$ cat src/rtl/vs_spi_master.sv
// SPI master for a VS10xx-style audio decoder: queued SCI register writes
// and DREQ-paced SDI byte bursts on a shared SCK/SI pair.
module vs_spi_master #(
  parameter int unsigned CLK_DIV     = 4,
  parameter int unsigned BURST_BYTES = 32,
  parameter int unsigned CMD_DEPTH   = 4
) (
  input  logic        clk,
  input  logic        rst_n,
  input  logic        i_DREQ,
  input  logic        i_pause,
  input  logic        i_cmd_valid,
  input  logic [7:0]  i_cmd_addr,
  input  logic [15:0] i_cmd_data,
  output logic        o_cmd_ready,
  input  logic        i_dat_valid,
  input  logic [7:0]  i_dat_byte,
  output logic        o_dat_ready,
  output logic        o_XCS,
  output logic        o_XDCS,
  output logic        o_SCK,
  output logic        o_SI,
  output logic        o_busy,
  output logic        o_sci_done
);

  localparam int unsigned CNT_W  = (CLK_DIV > 1) ? $clog2(CLK_DIV) : 1;
  localparam int unsigned BYTE_W = $clog2(BURST_BYTES + 1);
  localparam int unsigned PTR_W  = $clog2(CMD_DEPTH);
  localparam int unsigned FILL_W = PTR_W + 1;

  typedef enum logic [2:0] {
    IDLE, SCI_SETUP, SCI_SHIFT, SCI_HOLD, SDI_SETUP, SDI_SHIFT, SDI_HOLD, GAP
  } state_t;

  state_t            state, state_n;
  logic [CNT_W-1:0]  cnt, cnt_n;
  logic              phase, phase_n;
  logic [4:0]        bit_cnt, bit_n;
  logic [31:0]       shreg, shreg_n;
  logic [BYTE_W-1:0] byte_cnt, byte_n;
  logic              last;
  logic              dreq_m, dreq_s;
  logic              xcs_n, xdcs_n, sck_n, si_n, dat_ready_n, sci_done_n, busy_n;

  logic [23:0]       mem [CMD_DEPTH];
  logic [PTR_W-1:0]  wr_ptr, rd_ptr;
  logic [FILL_W-1:0] fill, fill_n;
  logic              push, pop, empty;

  assign push  = i_cmd_valid & o_cmd_ready;
  assign empty = (fill == '0);
  assign last  = (cnt == CNT_W'(CLK_DIV - 1));

  // Two-flop synchroniser for the decoder's asynchronous DREQ
  always_ff @(posedge clk or negedge rst_n) begin
    if (!rst_n) begin
      dreq_m <= 1'b0;
      dreq_s <= 1'b0;
    end else begin
      dreq_m <= i_DREQ;
      dreq_s <= dreq_m;
    end
  end

  // Command FIFO occupancy after this cycle's push/pop
  always_comb begin
    fill_n = fill;
    if (push && !pop)      fill_n = fill + FILL_W'(1);
    else if (!push && pop) fill_n = fill - FILL_W'(1);
  end

  // Command FIFO pointers, fill level and registered ready
  always_ff @(posedge clk or negedge rst_n) begin
    if (!rst_n) begin
      wr_ptr      <= '0;
      rd_ptr      <= '0;
      fill        <= '0;
      o_cmd_ready <= 1'b1;
    end else begin
      if (push) wr_ptr <= wr_ptr + PTR_W'(1);
      if (pop)  rd_ptr <= rd_ptr + PTR_W'(1);
      fill        <= fill_n;
      o_cmd_ready <= (fill_n != FILL_W'(CMD_DEPTH));
    end
  end

  // Command FIFO storage, {addr, data}
  always_ff @(posedge clk) begin
    if (push) mem[wr_ptr] <= {i_cmd_addr, i_cmd_data};
  end

  // Next-state, datapath and next-output decode
  always_comb begin
    state_n     = state;
    cnt_n       = '0;
    phase_n     = phase;
    bit_n       = bit_cnt;
    shreg_n     = shreg;
    byte_n      = byte_cnt;
    pop         = 1'b0;
    dat_ready_n = 1'b0;
    sci_done_n  = 1'b0;

    if (state != IDLE) cnt_n = last ? '0 : cnt + CNT_W'(1);

    case (state)
      IDLE: begin
        phase_n = 1'b0;
        if (!empty && dreq_s) begin
          state_n = SCI_SETUP;
          pop     = 1'b1;
          shreg_n = {8'h02, mem[rd_ptr]};
          bit_n   = 5'd31;
        end else if (i_dat_valid && dreq_s && !i_pause) begin
          state_n     = SDI_SETUP;
          dat_ready_n = 1'b1;
          shreg_n     = {i_dat_byte, 24'h0};
          bit_n       = 5'd7;
          byte_n      = BYTE_W'(1);
        end
      end
      SCI_SETUP: if (last) state_n = SCI_SHIFT;
      SDI_SETUP: if (last) state_n = SDI_SHIFT;
      SCI_SHIFT, SDI_SHIFT: begin
        if (last) begin
          phase_n = ~phase;
          if (phase) begin
            if (bit_cnt != 5'd0) begin
              bit_n   = bit_cnt - 5'd1;
              shreg_n = {shreg[30:0], 1'b0};
            end else if (state == SCI_SHIFT) begin
              state_n = SCI_HOLD;
            end else if (byte_cnt < BYTE_W'(BURST_BYTES) && i_dat_valid) begin
              dat_ready_n = 1'b1;
              shreg_n     = {i_dat_byte, 24'h0};
              bit_n       = 5'd7;
              byte_n      = byte_cnt + BYTE_W'(1);
            end else begin
              state_n = SDI_HOLD;
            end
          end
        end
      end
      // phase 0: select still low; phase 1: select released before GAP
      SCI_HOLD, SDI_HOLD: begin
        if (last) begin
          if (!phase) begin
            phase_n = 1'b1;
          end else begin
            phase_n    = 1'b0;
            state_n    = GAP;
            sci_done_n = (state == SCI_HOLD);
          end
        end
      end
      GAP: if (last) state_n = IDLE;
      default: state_n = IDLE;
    endcase

    xcs_n  = !((state_n == SCI_SETUP) || (state_n == SCI_SHIFT) ||
               ((state_n == SCI_HOLD) && !phase_n));
    xdcs_n = !((state_n == SDI_SETUP) || (state_n == SDI_SHIFT) ||
               ((state_n == SDI_HOLD) && !phase_n));
    sck_n  = ((state_n == SCI_SHIFT) || (state_n == SDI_SHIFT)) && phase_n;
    si_n   = (state_n inside {SCI_SETUP, SCI_SHIFT, SDI_SETUP, SDI_SHIFT}) ? shreg_n[31] : 1'b0;
    busy_n = (state_n != IDLE);
  end

  // FSM state, datapath and registered outputs
  always_ff @(posedge clk or negedge rst_n) begin
    if (!rst_n) begin
      state       <= IDLE;
      cnt         <= '0;
      phase       <= 1'b0;
      bit_cnt     <= '0;
      shreg       <= '0;
      byte_cnt    <= '0;
      o_XCS       <= 1'b1;
      o_XDCS      <= 1'b1;
      o_SCK       <= 1'b0;
      o_SI        <= 1'b0;
      o_dat_ready <= 1'b0;
      o_busy      <= 1'b0;
      o_sci_done  <= 1'b0;
    end else begin
      state       <= state_n;
      cnt         <= cnt_n;
      phase       <= phase_n;
      bit_cnt     <= bit_n;
      shreg       <= shreg_n;
      byte_cnt    <= byte_n;
      o_XCS       <= xcs_n;
      o_XDCS      <= xdcs_n;
      o_SCK       <= sck_n;
      o_SI        <= si_n;
      o_dat_ready <= dat_ready_n;
      o_busy      <= busy_n;
      o_sci_done  <= sci_done_n;
    end
  end

endmodule

$ cat config.mk
export PLATFORM = sky130hd
export DESIGN_NAME = vs_spi_master
export DESIGN_NICKNAME = d
export VERILOG_FILES = /design/src/rtl/vs_spi_master.sv
export SDC_FILE = /design/constraint.sdc
export NUM_CORES = 1
export LEC_CHECK = 0
export CORE_AREA = 2 2 141 143
export CTS_BUF_LIST = sky130_fd_sc_hd__clkbuf_16
export DETAILED_ROUTE_END_ITERATION = 8
export DIE_AREA = 0 0 143 145
export PLACE_DENSITY = 0.57
export SYNTH_ARGS = -nofsm -noshare
export SYNTH_HDL_FRONTEND = slang
export SYNTH_SLANG_ARGS = --single-unit
$ cat constraint.sdc
create_clock -name clk -period 3.1 [get_ports clk]
set_clock_uncertainty 0.2 [all_clocks]
set_input_delay 0.62 -clock clk [delete_from_list [all_inputs] [get_ports clk]]
set_output_delay 0.62 -clock clk [all_outputs]
set_load 0.02 [all_outputs]
==> results.sh, run 1 <==
export IMPL_status="completed"
export IMPL_finalPower_w=0.00713
export IMPL_htreeDepth=4
export IMPL_hold_worst_slack_ps=142
export IMPL_clk_latency_ps=410
export IMPL_fin_cells=751
export IMPL_tns_ps=0
export IMPL_yosys_top_cells_area="edfxtp_1 44%, dfrtp_1 24%, mux4_2 8.2%"
export IMPL_start_util_pct=34.5
export IMPL_antenna_found_initial=0
export IMPL_ys_warn_count=0
export IMPL_die_x_um=143
export IMPL_p_leak_nw=3.17
export IMPL_clkPwrFrac_pct=28.3
export IMPL_internal_power_w=0.00490
export IMPL_die_area_um2=20700
export IMPL_endpoint_kind="flop"
export IMPL_p_sw_w=0.00222
export IMPL_synth_top_area_share_pct=43.5
export IMPL_dr_first_iter_drc_count=310
export IMPL_die_h_um=145
export IMPL_worstMarginPinSlew_ps=528
export IMPL_vias_per_cell=5.02
export IMPL_yosys_area_top_type="edfxtp_1"
export IMPL_hold_viol=0
export IMPL_slew_limit_headroom_pct=64.5
export IMPL_ys_seq_area_share_pct=68.5
export IMPL_p_comb_share_pct=28.5
export IMPL_path_class="reg2reg"
export IMPL_synth_most_common_cell="edfxtp_1"
export IMPL_dp_hpwl_um=7720
export IMPL_clock_sinks=162
export IMPL_ys_types=58
export IMPL_fp_row_count=51
export IMPL_vias=3771
export IMPL_pwr_density_cell_nw_per_um2=893
export IMPL_pre_cts_ws_ps=204
export IMPL_pwr_share_seq_pct=43.1
export IMPL_syn_num_nets=464
export IMPL_grt_overflow=0
export IMPL_fin_crit_ps=2690
export IMPL_hold_path_class="reg2reg"
export IMPL_grt_max_degree=41
export IMPL_dp_cells=718
export IMPL_drcViolationCount=0
export IMPL_synth_main_ff_cell="edfxtp_1"
export IMPL_min_period_over_period_pct=86.8
export IMPL_drtPass1Iterations=6
export IMPL_cts_path_max_buffers=2
export IMPL_ys_top_cells_by_count="96 x edfxtp_1, 63 x dfrtp_1, 36 x inv_1, 29 x a222oi_1, 24 x mux4_2"
export IMPL_cts_tree="built"
export IMPL_cap_violations=0
export IMPL_grt_pass1_vias=3889
export IMPL_wire_per_inst_um=16.8
export IMPL_max_freq_mhz=372
export IMPL_syn_inst=415
export IMPL_numCtsBuffers=17
export IMPL_gp_congestion=0.747
export IMPL_synth_edff_count=96
export IMPL_synth_async_sr_flop_share_pct=40.7
export IMPL_switching_share_pct=31.2
export IMPL_avgSynthCellArea_um2=16.0
export IMPL_antenna_left=0
export IMPL_syn_area_um2=6620
export IMPL_grt_use_total_pct=13.2
export IMPL_wl_um=12600
export IMPL_cts_clk_slew_worst_paths_ps=70
export IMPL_core_um2=19200
export IMPL_layout_drive_gt1_share_pct=17.7
export IMPL_rsz0062_at_grt="no"
export IMPL_clockRootBuffer="clkbuf_16"
export IMPL_pin_count=46
export IMPL_io_buffers=45
export IMPL_area_growth_syn_to_layout_pct=20.5
export IMPL_slew_viol_final=0
export IMPL_grt_pass1_wl_um=21000
export IMPL_setup_viol=0
export IMPL_start_kind="flop"
export IMPL_fin_ws_ps=409
export IMPL_num_antenna_cells=0
export IMPL_peakVddDrop_uv=431
export IMPL_cts_setup_buffers=0
export IMPL_cp_arrival_ps=2790
export IMPL_required_ps=3200
export IMPL_ys_seq_elements=162
export IMPL_critPathMaxFanout=8
export IMPL_fin_nets=522
==> power groups by stage <==
stage / clock network, W / registers, W / logic [W]
2_1_floorplan: 0 / 0.00303 / 0.00157
3_3_place_gp: 0 / 0.00309 / 0.00203
3_5_place_dp: 0 / 0.00312 / 0.00207
4_1_cts: 0.00207 / 0.00308 / 0.00208
5_1_grt: 0.00216 / 0.00313 / 0.00228
6_report: 0.00202 / 0.00307 / 0.00203
==> critical path, cell delays in order (launching register included) <==
cell and delay (ps):
dfrtp_1 400, inv_1 100, ha_1 160, or4b_1 540, nor4b_2 420, or2_1 260
buf_4 190, nand4_1 120, xor2_1 140, nor2_1 50
==> state kept, by name, indices dropped and copies added, names as in the netlist, 2 cells and up <==
register	count
mem	96
shreg	32
byte_cnt	6
bit_cnt	5
fill	3
state	3
cnt	2
rd_ptr	2
wr_ptr	2
==> metrics by stage <==
stage                     cell area [µm²]  utilization (%)
final                                7980             41.6
after global routing                 7980             41.6
after floorplan                      6620                -
after CTS                            7980             41.6
after global placement               7400             38.5
after detailed placement             7400             38.5
==> what timing repair did <==
action | CTS | global route
hold buffers | 1 | 0
resized for setup | 0 | 0
endpoints found under the hold margin | 4 | 0
==> layout make-up <==
class,count,area (µm²)
fill,1760,11200
sequential,162,4540
multi-input combinational,195,1830
timing repair buffer,61,581
clock buffer,17,425
tap,265,332
clock inverter,15,145
inverter,36,135
==> routing by layer <==
metal  up-vias  share of wire (%)  track usage [%]
met5         -                  0                0
met4         0               0.63             3.32
met3         8                4.0             3.63
met2        91                 50             21.2
met1      1942                 45             17.7
li1       1730                  -                -
==> path summary, 6_finish.rpt <==
kind / startpoint / endpoint / cells after the start / slack, ps
max in group asynchronous: rst_n / fill[1] / 3 / 1580
worst max register to register: bit_cnt[1] / byte_cnt[4] / 9 / 410
worst min-delay path: dreq_m / dreq_s / 0 / 140
worst min register to register: dreq_m / dreq_s / 0 / 140
min in group asynchronous: rst_n / o_busy / 2 / 360
worst max-delay path: bit_cnt[1] / byte_cnt[4] / 9 / 410
==> layout by cell type (no fill, tap or decap), types with 4 or more instances in the layout <==
| cell type | instances |
|---|---|
| edfxtp_1 | 96 |
| dfrtp_1 | 63 |
| clkdlybuf4s50_1 | 44 |
| inv_1 | 37 |
| a222oi_1 | 29 |
| mux4_2 | 24 |
| nand2_1 | 18 |
| clkbuf_16 | 17 |
| buf_4 | 14 |
| nor2_1 | 13 |
| o21ai_0 | 11 |
| ha_1 | 11 |
| and3_1 | 7 |
| xnor2_1 | 6 |
| inv_6 | 6 |
| nand2b_1 | 5 |
| nor3_1 | 5 |
| nand3_1 | 4 |
| a21oi_1 | 4 |
| xor2_1 | 4 |
==> cells by family after synthesis <==
family / Yosys count / share of synthesized area (%)
AO/OA/AOI/OAI: 66 / 8.33
XOR/XNOR: 10 / 1.32
adder cells (fa/ha/maj): 12 / 2.23
buffers and inverters: 58 / 3.99
flip-flops: 162 / 68.5
multiplexers: 29 / 9.01
AND/OR/NAND/NOR: 78 / 6.59
(Power assumes the default switching activity.)
==> run 2, diff against run 1 <==
Settings changed: CORE_AREA 2 2 141 143 to 2 2 132 134, DIE_AREA 0 0 143 145 to 0 0 134 136, PLACE_DENSITY 0.57 to 0.62.
==> run 2 against run 1 <==
Compared with the run above: first-iteration DRC count rose by 21%; critical path depth fell by 1; wire length fell by 0.90%; non-clock buffer count did not move; maximum frequency barely moved; combinational power barely moved; final cell count fell by 5.3%; largest cell class unchanged; critical path type unchanged; sequential share of layout area rose by 0.38 points.
==> results.sh, run 2 (synthesis results as in run 1) <==
export IMPL_wire_per_inst_um=17.6
export IMPL_crit_buf_inv=1
export IMPL_final_core_util_pct=47.0
export IMPL_fin_cells=711
export IMPL_cts_path_max_buffers=2
export IMPL_tns_ps=0
export IMPL_clkPwrFrac_pct=28.7
export IMPL_cap_violations=0
export IMPL_grt_max_degree=38
export IMPL_ctsResizeCount=0
export IMPL_largest_reg_flops=96
export IMPL_use_met3_pct=3.43
export IMPL_multi_input_area_um2=1830
export IMPL_drtPass1Iterations=8
export IMPL_area_growth_syn_to_layout_pct=19.7
export IMPL_cts_clk_slew_worst_paths_ps=60
export IMPL_grt_pass1_wl_um=21000
export IMPL_biggestRegsByFlops="mem: 96 flops, shreg: 32 flops, byte_cnt: 6 flops"
export IMPL_fp_row_count=48
export IMPL_cp_arrival_ps=2840
export IMPL_use_met2_pct=24.9
export IMPL_slew_viol_final=0
export IMPL_slew_limit_headroom_pct=65.3
export IMPL_mostFrequentLayoutCells="96 x edfxtp_1, 63 x dfrtp_1, 44 x clkdlybuf4s50_1"
export IMPL_worstMarginPinSlew_ps=521
export IMPL_htreeDepth=4
export IMPL_clock_sinks=162
export IMPL_die_h_um=136
export IMPL_crit_slowest_cell="or4b_1"
export IMPL_seq_area_um2=4540
export IMPL_drcViolationCount=0
export IMPL_p_leak_nw=3.16
export IMPL_cts_tree="built"
export IMPL_pin_count=46
export IMPL_antenna_found_initial=0
export IMPL_max_stage_delay_ps=560
export IMPL_pwr_density_cell_nw_per_um2=900
export IMPL_required_ps=3250
export IMPL_vias_per_cell=5.29
export IMPL_final_common_cell="edfxtp_1"
export IMPL_hold_path_class="reg2reg"
export IMPL_busiest_layer="met2"
export IMPL_path_class="reg2reg"
export IMPL_switching_share_pct=30.5
export IMPL_vias=3764
export IMPL_core_um2=16900
export IMPL_internal_power_w=0.00496
export IMPL_start_util_pct=39.2
export IMPL_grt_pass1_vias=4004
export IMPL_io_buffers=45
export IMPL_crit_chain="inv_1 > ha_1 > or4b_1 > nor4b_2 > or2_1 > nand4_1 > nor2_1 > a2bb2oi_1"
export IMPL_dp_hpwl_um=7820
export IMPL_gp_congestion=0.790
export IMPL_grt_use_met1_pct=19.4
export IMPL_clk_latency_ps=430
export IMPL_max_freq_mhz=371
export IMPL_grt_overflow=0
export IMPL_dr_first_iter_drc_count=376
export IMPL_antenna_left=0
export IMPL_num_antenna_cells=0
export IMPL_dp_cells=678
export IMPL_hold_viol=0
export IMPL_regMostFlops="mem"
export IMPL_crit_family="simple AND/OR/NAND/NOR gates"
export IMPL_wl_um=12500
export IMPL_p_comb_share_pct=28.2
export IMPL_final_fill_count=1449
export IMPL_fin_crit_ps=2690
export IMPL_p_sw_w=0.00218
export IMPL_min_period_over_period_pct=86.8
export IMPL_start_kind="flop"
export IMPL_endpoint_kind="flop"
export IMPL_fin_nets=522
export IMPL_rsz0062_at_grt="no"
export IMPL_die_x_um=134
export IMPL_clockRootBuffer="clkbuf_16"
export IMPL_setup_viol=0
export IMPL_status="completed"
export IMPL_grt_use_total_pct=15.2
export IMPL_pwr_share_seq_pct=43.1
export IMPL_layout_drive_gt1_share_pct=17.1
export IMPL_peakVddDrop_uv=427
export IMPL_numCtsBuffers=17
export IMPL_critPathMaxFanout=5
export IMPL_die_area_um2=18200
run 2: cell type report:
| type | count | area share, % |
|---|---|---|
| well taps | 225 | 3.55 |
| clock inverters | 15 | 1.96 |
| repair buffers | 61 | 7.16 |
| inverters | 36 | 1.70 |
| flip-flops and latches | 162 | 57.2 |
| clock buffers | 17 | 5.37 |
| multi-input cells | 195 | 23.0 |
run 2: routing by layer:
layer  up-vias  wire [µm]
li1       1725          -
met1      1935       5540
met2        88       6220
met3        16        521
met4         0        214
met5         -          0
run 2: stage by stage:
| step | power (W) | area [µm²] | worst slack, ps | hold slack, ps |
|---|---|---|---|---|
| after detailed placement | 0.00516 | 7340 | 207 | 136 |
| final | 0.00713 | 7930 | 408 | 146 |
| after floorplan | 0.00460 | 6620 | 744 | 124 |
| after global routing | 0.00756 | 7930 | 200 | 162 |
| after CTS | 0.00723 | 7930 | 407 | 149 |
| after global placement | 0.00507 | 7340 | 334 | 138 |
run 2: worst paths after layout:
check	slack (ps)	endpoint	depth (start not counted)	startpoint
hold / removal	150	dreq_s	0	dreq_m
hold reg to reg	150	dreq_s	0	dreq_m
min in group asynchronous	510	o_XCS	2	rst_n
setup reg to reg	410	byte_cnt[5]	8	bit_cnt[1]
setup / recovery	410	byte_cnt[5]	8	bit_cnt[1]
max in group asynchronous	1730	o_cmd_ready	3	rst_n
run 2: worst register-to-register path, stage by stage (launching register included):
cell and delay, ps:
dfrtp_1 400, inv_1 120, ha_1 200, or4b_1 560, nor4b_2 470, or2_1 220
nand4_1 150, nor2_1 140, a2bb2oi_1 150
run 2: power by group through the flow:
| stage | combinational, W | sequential (W) | clock [W] |
|---|---|---|---|
| 4_1_cts | 0.00205 | 0.00308 | 0.00209 |
| 3_3_place_gp | 0.00199 | 0.00309 | 0 |
| 6_report | 0.00201 | 0.00308 | 0.00204 |
| 2_1_floorplan | 0.00157 | 0.00303 | 0 |
| 5_1_grt | 0.00225 | 0.00313 | 0.00219 |
| 3_5_place_dp | 0.00205 | 0.00311 | 0 |
run 2: timing repair:
action                    in CTS  in global routing
setup buffers                  0                  0
hold endpoints to repair       2                  0
hold buffers                   1                  0
==> edit (flow settings as in run 2) <==
`shreg` no longer has a reset.
--- a/src/rtl/vs_spi_master.sv
+++ b/src/rtl/vs_spi_master.sv
@@ -175,5 +175,4 @@
       phase       <= 1'b0;
       bit_cnt     <= '0;
-      shreg       <= '0;
       byte_cnt    <= '0;
       o_XCS       <= 1'b1;
@@ -189,5 +188,4 @@
       phase       <= phase_n;
       bit_cnt     <= bit_n;
-      shreg       <= shreg_n;
       byte_cnt    <= byte_n;
       o_XCS       <= xcs_n;
@@ -201,4 +199,8 @@
   end
 
+  always_ff @(posedge clk) begin
+    shreg <= shreg_n;
+  end
+
 endmodule
 
Formal check against the unedited RTL: same outputs for any inputs over 10 cycles, from zero or initial values and one cycle with rst_n low; that may be too few to reach the edited logic, so the function may still have changed.
==> edit against run 2 <==
- sequential share of layout area rose by 1.4 points
- wire length fell by 3.0%
- final area rose by 0.88%
- fmax up 3.8%
- die area unchanged
- power decreased by 1.0%
- synthesized area is 0.77% higher
- hold slack better by 0.0061 ns
- sequential cell count unchanged
- worst setup slack better by 0.098 ns
- combinational power down 7%
==> edit: results (changes against run 2) <==
** Layout
- The footprint of the multi-input gates was 1850 um^2 (+1.2%).
- Clock-cell share :: 0.0723 (-0.000954)
- Flip-flop and latch share of the layout cell area :: 0.586 (+0.0138)
- The multi-input combinational cell count came to 204 (+4.6%).
- The count of non-CTS inverters in the layout came to 14 (-61%).
- Fill cell instance count of the final layout :: 1440 (-0.62%)
- Fraction of final layout cells sized beyond drive strength 1 :: 0.170 (-0.00125)

** Detailed routing
- Per-cell via count in the routed design :: 5.20 (-1.8%)
- The total wire length is 12.1 mm (-3.0%).
- The detailed-route wire length on metal 1 came to 5.34 mm (-3.5%).
- The length of the first detailed-routing pass in iterations is 4 (-4).
- The routed wire length on met3 is 484 um (-7.1%).
- The starting DRC count in detailed routing came to 332 (-12%).
- Total length of routed met2 wires :: 6.15 mm (-1.1%)
- Routed length per instance :: 17.5 um (-0.20%)

** Worst setup path
- Arrival time of the worst setup path :: 2.51 ns (-0.33 ns)
- Slowest stage cell, crit path :: sky130_fd_sc_hd__dfrtp_1
- Top Family by Delay on Critical Path :: flip-flops
- The startpoint identified for the worst register-to-register timing path is state[1].
- The maximum fanout along the worst path was 31 (+26).
- The internal reg-to-reg setup slack is 0.51 ns (+0.10 ns).
- In this run the critical register-to-register path is captured at shreg[18].

** Timing
- Fraction of the cycle the final worst path needs :: 0.837 (-0.0318)
- The smallest hold slack came to 0.152 ns (+0.00613 ns).
- The slew at the pin closest to its max-slew limit was 0.618 ns (+0.0978 ns).

** Run status
- Outcome :: completed

** Synth
- Share of synthesized area spent on multiplexers :: 0.0840 (-0.00613)
- Xor-xnor portion of the synthesized cell area :: 0.00787 (-0.00535)
- Adder and majority gate portion of the synthesized area :: 0.0236 (+0.00133)
- Fraction of the yosys area taken by sequential cells :: 0.702 (+0.0172)
- Number of flops mapped to enable cells by yosys :: 127 (+32%)
- Top cells by area in the synthesized netlist :: sky130_fd_sc_hd__edfxtp_1, sky130_fd_sc_hd__dfrtp_1, sky130_fd_sc_hd__mux4_2, sky130_fd_sc_hd__a22o_1, sky130_fd_sc_hd__ha_1
- Synthesized-area fraction occupied by ao, oa, aoi and oai cells :: 0.0919 (+0.00855)
- The synthesized netlist net count was 449 (-3.2%).
- Post-synth ARST share :: 0.210 (-0.198)

** Global route
- The global routing met2 resource utilization came to 0.237 (-0.0120).
- Largest net degree at the start of global routing :: 35 (-7.9%)
- Met1 Resource Use GR :: 0.175 (-0.0192)

** Place
- Number of cells after detailed placement :: 660 (-2.7%)
- The placer congestion estimate is 0.778 (-1.4%).
- The detailed placement HPWL is 7.39 mm (-5.4%).

** Pwr
- IR Drop Worst-Case VDD :: 0.000455 V (+6.7%)
==> edit: changes by cell type after synthesis, moves of 6 or more <==
| cell | delta |
|---|---|
| sky130_fd_sc_hd__a22o_1 | +29 |
| sky130_fd_sc_hd__inv_1 | -23 |
| sky130_fd_sc_hd__nand3_1 | +6 |
| sky130_fd_sc_hd__edfxtp_1 | +31 |
| sky130_fd_sc_hd__dfrtp_1 | -32 |
| sky130_fd_sc_hd__buf_2 | +6 |
| sky130_fd_sc_hd__a21oi_1 | +8 |
| sky130_fd_sc_hd__a222oi_1 | -29 |
==> edit: power by group <==
| part | switching (mW) | leakage [nW] | internal [mW] |
|---|---|---|---|
| registers | 0.248 | 1.59 | 2.89 |
| logic | 1.05 | 0.941 | 0.824 |
| clock network | 0.854 | 0.287 | 1.20 |
| total | 2.15 | 2.81 | 4.91 |
